[src/rtl/control_registro_pkg.sv]
// control_registro_pkg
//   Shared definitions for the shift-register block.
//   - MODO encodings understood by registro: `PUSH, `CYCLE, `LOAD.
//   - State encodings of the control_registro sequencer: CTRL_IDLE, CTRL_LOAD,
//     CTRL_SHIFT, CTRL_FIN.
//   The mode macros are guarded so that this file can be read before any other
//   file of the block that also relies on them.
`ifndef CONTROL_REGISTRO_DEFS
`define CONTROL_REGISTRO_DEFS
`define PUSH  2'b00
`define CYCLE 2'b01
`define LOAD  2'b10
`endif

package control_registro_pkg;

    // Binary-encoded sequencer states.
    typedef enum logic [1:0] {
        CTRL_IDLE  = 2'd0,
        CTRL_LOAD  = 2'd1,
        CTRL_SHIFT = 2'd2,
        CTRL_FIN   = 2'd3
    } ctrl_state_e;

endpackage

[src/rtl/control_registro.sv]
// control_registro
//   Sequencer for the parameterised shift register (registro). Accepts one job
//   at a time, runs it as one parallel load followed by N shift cycles, and
//   pulses DONE when the job finishes.
//
//   Request handshake: a job transfers on a rising CLK edge where REQ_VALID and
//   REQ_READY are both high. REQ_READY is high only in IDLE, so a requester must
//   hold REQ_VALID (and the REQ_* fields) until it sees REQ_READY; REQ_VALID
//   while BUSY is ignored.
//
//   Parameters
//     WIDTH  register width, must match the driven registro instance
//     CNT_W  width of REQ_COUNT and the shift counter (>= clog2(WIDTH+1))
//
//   Ports
//     CLK, RESET            clock, asynchronous active-high reset
//     REQ_VALID/REQ_READY   job request handshake
//     REQ_OP                0 = serial transmit (PUSH), 1 = rotate (CYCLE, ITER=0)
//     REQ_DIR               shift direction, forwarded to R_DIR
//     REQ_DATA              word to load
//     REQ_COUNT             number of shift cycles, 0 means WIDTH
//     ABORT                 synchronous job cancel (LOAD/SHIFT only)
//     PAUSE                 shift stall, present only with CTRL_PAUSE_EN
//     R_D/R_MODO/R_ENB/R_DIR/R_ITER   registro control pins
//     BUSY                  high in any state other than IDLE
//     DONE                  one-cycle completion pulse
//
//   Build option: define CTRL_PAUSE_EN to add the PAUSE input. PAUSE=1 in SHIFT
//   drops R_ENB and freezes the counter; ABORT still wins over PAUSE.
module control_registro
    import control_registro_pkg::*;
#(
    parameter int WIDTH = 4,
    parameter int CNT_W = 3
) (
    input  logic             CLK,
    input  logic             RESET,
    input  logic             REQ_VALID,
    output logic             REQ_READY,
    input  logic             REQ_OP,
    input  logic             REQ_DIR,
    input  logic [WIDTH-1:0] REQ_DATA,
    input  logic [CNT_W-1:0] REQ_COUNT,
    input  logic             ABORT,
`ifdef CTRL_PAUSE_EN
    input  logic             PAUSE,
`endif
    output logic [WIDTH-1:0] R_D,
    output logic [1:0]       R_MODO,
    output logic             R_ENB,
    output logic             R_DIR,
    output logic             R_ITER,
    output logic             BUSY,
    output logic             DONE
);

    ctrl_state_e      state_q;
    ctrl_state_e      state_d;
    logic             job_op_q;
    logic             job_dir_q;
    logic [WIDTH-1:0] job_data_q;
    logic [CNT_W-1:0] job_cnt_q;
    logic [CNT_W-1:0] shift_cnt_q;
    logic             accept;
    logic             stall;

`ifdef CTRL_PAUSE_EN
    assign stall = PAUSE;
`else
    assign stall = 1'b0;
`endif

    // Acceptance depends only on being in IDLE, so ABORT in IDLE never blocks it.
    assign accept = (state_q == CTRL_IDLE) && REQ_VALID;

    // State register and latched job fields.
    always_ff @(posedge CLK or posedge RESET) begin
        if (RESET) begin
            state_q     <= CTRL_IDLE;
            job_op_q    <= 1'b0;
            job_dir_q   <= 1'b0;
            job_data_q  <= '0;
            job_cnt_q   <= '0;
            shift_cnt_q <= '0;
        end else begin
            state_q <= state_d;
            if (accept) begin
                job_op_q   <= REQ_OP;
                job_dir_q  <= REQ_DIR;
                job_data_q <= REQ_DATA;
                job_cnt_q  <= (REQ_COUNT == '0) ? CNT_W'(WIDTH) : REQ_COUNT;
            end
            // The counter is armed while leaving LOAD and runs only in
            // unstalled SHIFT cycles, so it always equals the shifts left.
            if (state_q == CTRL_LOAD) begin
                shift_cnt_q <= job_cnt_q;
            end else if ((state_q == CTRL_SHIFT) && !stall) begin
                shift_cnt_q <= shift_cnt_q - CNT_W'(1);
            end
        end
    end

    // Next-state logic. ABORT is checked before PAUSE and before the counter.
    always_comb begin
        state_d = state_q;
        case (state_q)
            CTRL_IDLE: begin
                if (REQ_VALID) state_d = CTRL_LOAD;
            end
            CTRL_LOAD: begin
                state_d = ABORT ? CTRL_IDLE : CTRL_SHIFT;
            end
            CTRL_SHIFT: begin
                if (ABORT) begin
                    state_d = CTRL_IDLE;
                end else if (!stall && (shift_cnt_q == CNT_W'(1))) begin
                    state_d = CTRL_FIN;
                end
            end
            CTRL_FIN: begin
                state_d = CTRL_IDLE;
            end
            default: begin
                state_d = CTRL_IDLE;
            end
        endcase
    end

    // Output decode from state and latched job registers only; no REQ_* input
    // reaches an R_* pin in the same cycle.
    always_comb begin
        REQ_READY = 1'b0;
        BUSY      = 1'b1;
        DONE      = 1'b0;
        R_ENB     = 1'b0;
        R_MODO    = `LOAD;
        R_DIR     = job_dir_q;
        R_ITER    = 1'b0;
        R_D       = job_data_q;
        case (state_q)
            CTRL_IDLE: begin
                REQ_READY = 1'b1;
                BUSY      = 1'b0;
            end
            CTRL_LOAD: begin
                R_ENB = 1'b1;
            end
            CTRL_SHIFT: begin
                R_ENB  = !stall;
                R_MODO = job_op_q ? `CYCLE : `PUSH;
            end
            CTRL_FIN: begin
                DONE = 1'b1;
            end
            default: begin
                BUSY = 1'b1;
            end
        endcase
    end

endmodule
[config.mk]
export PLATFORM = sky130hd
export DESIGN_NAME = control_registro
export DESIGN_NICKNAME = d
export VERILOG_FILES = /design/src/rtl/control_registro_pkg.sv /design/src/rtl/control_registro.sv
export SDC_FILE = /design/constraint.sdc
export NUM_CORES = 1
export LEC_CHECK = 0
export CORE_MARGIN = 2
export CORE_UTILIZATION = 45
export DETAILED_ROUTE_END_ITERATION = 8
export GPL_ROUTABILITY_DRIVEN = 0
export PLACE_DENSITY = 0.77
export SLEW_MARGIN = 10
export SYNTH_ARGS = -nofsm -noshare
export SYNTH_HDL_FRONTEND = slang
export SYNTH_SLANG_ARGS = --single-unit
[constraint.sdc]
create_clock -name CLK -period 3.62 [get_ports CLK]
set_input_delay 0.724 -clock CLK [delete_from_list [all_inputs] [get_ports CLK]]
set_output_delay 0.724 -clock CLK [all_outputs]
set_load 0.02 [all_outputs]
==> results.yml, run 1 <==
yosys:
  ys_types: 19
  synth-adder-area-share_pct: 12.28
  yosys.area_share.simple_pct: 8.947
  ys.warnings.count: 0
  synth_top_cell_area_share_pct: 49.12
  synthMuxAreaShare_pct: 14.04
  ys_ff_latch: 14
  async_flop_share_pct: 100.0
  ys_seq_area_share_pct: 49.12
  synth_xor_area_share_pct: 0
  ys_top_cells_by_area: "dfrtp_1, mux2_2, ha_1"
  ys.flop_type: "dfrtp_1"
  synth_cells: 63
  synthesis.nets: 83
  synth_top_family_by_area: "multiplexers"
  synth_most_common_cell: "dfrtp_1"
  syn_avg_cell_area_sq_um: 11.32
  synth-compound-area-share_pct: 10.35
  yosys.area.top_type: "dfrtp_1"
  synth_edf_count: 0
  syn-cell-area_sq_um: 713.2
  synthTopCellsByCount: "dfrtp_1, mux2_2, ha_1, inv_1, nor2_1"
power_and_ir_drop:
  p_sw_share_pct: 37.90
  switchingPower_mw: 0.3386
  pwr-share-clk_pct: 12.2
  p_comb_share_pct: 56.3
  static-leakage-power_nw: 0.4514
  p_int_mw: 0.5548
  share_seq_of_total_power_pct: 31.5
  ir_worst_vdd_uv: 512.5
  power_mw: 0.8934
  p_per_area_nw_per_um2: 900.4
drt:
  via_count: 502
  drtPass1Iterations: 4
  routed_wl_um: 1208
  avgRoutedWirePerCell_um: 11.50
  final_antenna_net_count: 0
  drc: 0
  drtIter0Drc: 3
  routed_via_density: 4.781
clock_network:
  cts_tree: "done"
  max-clock-path-buffers: 2
  numClockSinks: 14
  cts_resized: 0
  post_cts_buffers: 0
  ctsHoldBuffers: 0
  clock-root-buffer: "clkbuf_4"
  path_clk_slew_ps: 80
  cts_buffers: 3
  insertion_delay_ps: 270
  htree_levels: 1
sta:
  tightest_slew_ps: 535.0
  fin_skew_ps: 6.646
  fin_tns_setup_ps: 0
  fin_crit_sh_pct: 69.90
  hold_slack_ps: 501.4
  period_minus_slack_ps: 2531
  rsz0062_at_grt: "false"
  slew_violations: 0
  layout_setup_ws_ps: 1089
  slew_headroom_pct: 64.30
  hold_viol: 0
  timing.fmax_mhz: 395.2
  setup_violations: 0
critical_path:
  cp_max_fo: 7
  worstPathCellList: "inv_1, ha_1, clkdlybuf4s50_1"
  crit_type: "register to output pin"
  cp-start-kind: "register"
  cp-end-kind: "output pin"
  r2r_start: "state_q[0]"
  critical-path-max-stage-delay_ps: 640
  worst_path_max_delay_cell: "clkdlybuf4s50_1"
  regToRegEndpoint: "R_D[1]"
  critPathArrivalTime_ps: 1810
  cp_data_required_time_ps: 2900
  worst-r2r-cell-count: 4
  reg2reg_slack_ps: 2200
layout:
  nNetsFinal: 110
  antenna_cells: 0
  drive_above_1_share_pct: 15.73
  post-route-util_pct: 66.64
  fillers: 124
  stdcell_count: 105
  area_growth_syn_to_layout_pct: 39.12
  design_area_sq_um: 992.2
hold_path:
  hold_class: "register to register"
  min_from: "job_op_q"
  holdPathEnd: "job_op_q"
  holdPathStages: 1
place:
  dpl-instance-area_sq_um: 955.9
  placement.io_buffers: 23
  dp_slack_ps: 1382
  dpl.cell_count: 101
  hpwl_um: 975
global_route:
  grt_usage_pct: 15.68
  grt_pass1_wl_um: 2208
  grt_overflow_total: 0
  grt_pass1_vias: 518
  grt_max_degree: 15
  antenna_found_initial: 0
die:
  core_sq_um: 1489
  die_w_um: 43.81
  dieHeight_um: 43.81
  die_area_sq_um: 1919
  row_count: 14
  io-pin-count: 25
  start_util_pct: 47.90
run_status:
  status: "completed"
flow_run:
  cap_violations: 0
[registers in the layout (all words and copies together) (netlist names)]
register / cells
state_q: 2
R_DIR: 1
job_cnt_q: 3
shift_cnt_q: 3
R_D: 4
job_op_q: 1
[worst max-delay path by stage]
stage / slack (ps) / startpoint / to / cells past startpoint
finish: 1090 / state_q[0] / R_ENB / 3
global route: 1000 / state_q[1] / R_ENB / 3
CTS: 1090 / state_q[0] / R_ENB / 3
detailed placement: 1380 / state_q[0] / R_ENB / 3
global placement: 1420 / state_q[0] / R_ENB / 3
floorplan: 1920 / state_q[0] / BUSY / 3
[kinds of logic after synthesis]
| kind of cell | Yosys count |
|---|---|
| AOI/OAI and AO/OA | 11 |
| buffers and inverters | 8 |
| muxes | 9 |
| and+or+nand+nor | 13 |
| other | 1 |
| DFF | 14 |
| adders and majority gates | 7 |
[layout by cell type, fill, tap and decap left out, types with 2 or more instances in the layout]
master and n:
nand2b_1 2, nor2_1 6, ha_1 7, mux2_2 8, clkdlybuf4s50_1 23, nor2b_1 2, dfrtp_1 14, a21oi_1 2
clkbuf_4 3, o21ai_0 4, a22o_1 2, inv_1 7
[metal layers]
layer | GRT usage, % | vias to the layer above | part of all wire (%)
met2 | 24.71 | 23 | 44
met5 | 0 | - | 0
met1 | 20.59 | 220 | 49
li1 | - | 259 | -
met3 | 3.333 | 0 | 7.0
met4 | 7.273 | 0 | 0
[area by class of cell]
type                    instances  area (sq um)  share of cell area, %
inverters                       7         26.28                  2.648
multi-input cells              41         329.1                  33.17
repair buffers                 23         230.2                  23.20
clock buffers                   4         36.28                  3.657
well taps                      16         20.02                  2.018
flip-flops and latches         14         350.3                  35.31
[worst max-delay path: cells and delay by family (launching register included)]
kind,cells,cell delay (ps)
adders and majority gates,1,400
DFF,1,400
buffers and inverters,2,740
[power by group through the flow]
stage / Clock (mW) / Combinational (mW) / Sequential, mW
floorplan: 0 / 0.298 / 0.312
global placement: 0 / 0.500 / 0.280
detailed placement: 0 / 0.507 / 0.285
CTS: 0.113 / 0.509 / 0.282
global route: 0.120 / 0.555 / 0.292
finish: 0.109 / 0.503 / 0.281
No activity file was read; power rests on OpenSTA's default activity.
==> inputs of run 2 (changes only) <==
--- a/config.mk
+++ b/config.mk
@@ -6,10 +6,10 @@
 export NUM_CORES = 1
 export LEC_CHECK = 0
 export CORE_MARGIN = 2
-export CORE_UTILIZATION = 45
+export CORE_UTILIZATION = 39
 export DETAILED_ROUTE_END_ITERATION = 8
 export GPL_ROUTABILITY_DRIVEN = 0
-export PLACE_DENSITY = 0.77
+export PLACE_DENSITY = 0.71
 export SLEW_MARGIN = 10
 export SYNTH_ARGS = -nofsm -noshare
 export SYNTH_HDL_FRONTEND = slang
==> constraint.sdc (replaced) <==
create_clock -name CLK -period 2.3 [get_ports CLK]
set_input_delay 0.46 -clock CLK [delete_from_list [all_inputs] [get_ports CLK]]
set_output_delay 0.46 -clock CLK [all_outputs]
set_load 0.02 [all_outputs]
==> run 2 against run 1 <==
Net effect: non-clock buffer count is the same; core utilization fell by 8.5 points; via count is 1.4% higher; first-iteration DRC count is 67% lower; power up 57%; sequential power is 58% higher; critical path type unchanged.
==> results.yml, run 2 (same netlist as run 1, synthesis figures left out) <==
run_status:
  status: "completed"
power_and_ir_drop:
  static-leakage-power_nw: 0.4709
  power_mw: 1.402
  ir_worst_vdd_uv: 861.6
  p_per_area_nw_per_um2: 1395
layout:
  layout_commonest_cell: "clkdlybuf4s50_1"
  antenna_cells: 0
  multiInputGateArea_sq_um: 329.1
  ff_latch_area_sq_um: 350.3
  stdcell_count: 114
  drive_above_1_share_pct: 15.73
  final_cell_mix: "clkdlybuf4s50_1, dfrtp_1, mux2_2, inv_1, ha_1"
  nNetsFinal: 110
  largest_reg_flops: 4
  area_growth_syn_to_layout_pct: 40.88
  fillers: 158
flow_run:
  cap_violations: 0
critical_path:
  critPathArrivalTime_ps: 1700
  critical-path-max-stage-delay_ps: 590
  critPathBufInv: 3
  worst_path_max_delay_cell: "clkdlybuf4s50_1"
  cp-end-kind: "output pin"
  reg2reg_slack_ps: 840
  cp-start-kind: "register"
  cp_max_fo: 4
  path_common_cell: "inv_1"
  crit_type: "register to output pin"
  crit_family: "buffers and inverters"
  cp_data_required_time_ps: 1840
  worstPathCellList: "inv_1, ha_1, inv_1, clkdlybuf4s50_1"
die:
  io-pin-count: 25
  dieHeight_um: 46.77
  start_util_pct: 41.30
  row_count: 15
  core_sq_um: 1727
  die_area_sq_um: 2187
  die_w_um: 46.77
place:
  hpwl_um: 1054
  dpl.cell_count: 110
  placement.io_buffers: 23
  dp_slack_ps: 314.1
drt:
  final_antenna_net_count: 0
  avgRoutedWirePerCell_um: 11.25
  drtIter0Drc: 1
  routed_via_density: 4.465
  drtPass1Iterations: 2
  routed_wl_um: 1283
  via_count: 509
  drc: 0
sta:
  slew_headroom_pct: 65.14
  tightest_slew_ps: 522.4
  period_minus_slack_ps: 2159
  rsz0062_at_grt: "false"
  fin_tns_setup_ps: 0
  slew_violations: 0
  fin_crit_sh_pct: 93.86
  layout_setup_ws_ps: 141.2
  hold_slack_ps: 506.0
  hold_viol: 0
  setup_violations: 0
  timing.fmax_mhz: 463.2
  fin_skew_ps: 9.518
clock_network:
  numClockSinks: 14
  clock-root-buffer: "clkbuf_4"
  cts_tree: "done"
  max-clock-path-buffers: 2
  insertion_delay_ps: 280
  path_clk_slew_ps: 90
  cts_buffers: 3
  htree_levels: 1
global_route:
  grt_max_degree: 15
  antenna_found_initial: 0
  grt_overflow_total: 0
  grt_pass1_wl_um: 2083
  grt_usage_pct: 13.65
  grt_pass1_vias: 480
hold_path:
  hold_class: "input port to asynchronous set/reset pin"
==> run 2: cell types whose count changed in the layout (fill, tap and decap cells not counted) <==
| cell | change |
|---|---|
| clkdlybuf4s50_1 | -2 |
| dlygate4sd2_1 | +1 |
| dlymetal6s2s_1 | +1 |
==> run 2: worst paths after layout <==
path / to / startpoint / cells after the start
max: BUSY / state_q[0] / 4
min: R_D[1] / RESET / 2
max reg2reg: job_cnt_q[1] / state_q[0] / 4
min reg2reg: job_cnt_q[2] / job_cnt_q[2] / 2
max in group asynchronous: R_D[3] / RESET / 2
min in group CLK: job_cnt_q[2] / job_cnt_q[2] / 2
==> run 2: layout make-up <==
| class | count | area share, % |
|---|---|---|
| well taps | 25 | 3.113 |
| repair buffers | 23 | 23.04 |
| flip-flops and latches | 14 | 34.87 |
| multi-input cells | 41 | 32.75 |
| inverters | 7 | 2.615 |
| clock buffers | 4 | 3.611 |
==> run 2: metal layers <==
metal  vias to the layer above  routed length [um]  GRT usage [%]
met4                         0                   0          5.000
met3                         0                  34          3.462
li1                        260                   -              -
met1                       240                 608          19.12
met5                         -                   0              0
met2                         9                 640          20.55
==> run 2: stage by stage <==
stage	util (%)	instance area [sq um]
2_1_floorplan	-	713.2
3_3_place_gp	56.01	967.2
3_5_place_dp	56.01	967.2
4_1_cts	58.04	1002
5_1_grt	58.19	1005
6_report	58.19	1005
==> run 2: report_power, final <==
part	switching (mW)	internal (mW)
Sequential	0.0707	0.374
Combinational	0.389	0.391
Clock	0.0799	0.0962
==> run 2: what timing repair did <==
action | CTS | global route
resized for setup | 1 | 1
setup endpoints to repair | 1 | 1
hold buffers | 0 | 0
buffers inserted | 0 | 0
pin swaps | 0 | 0
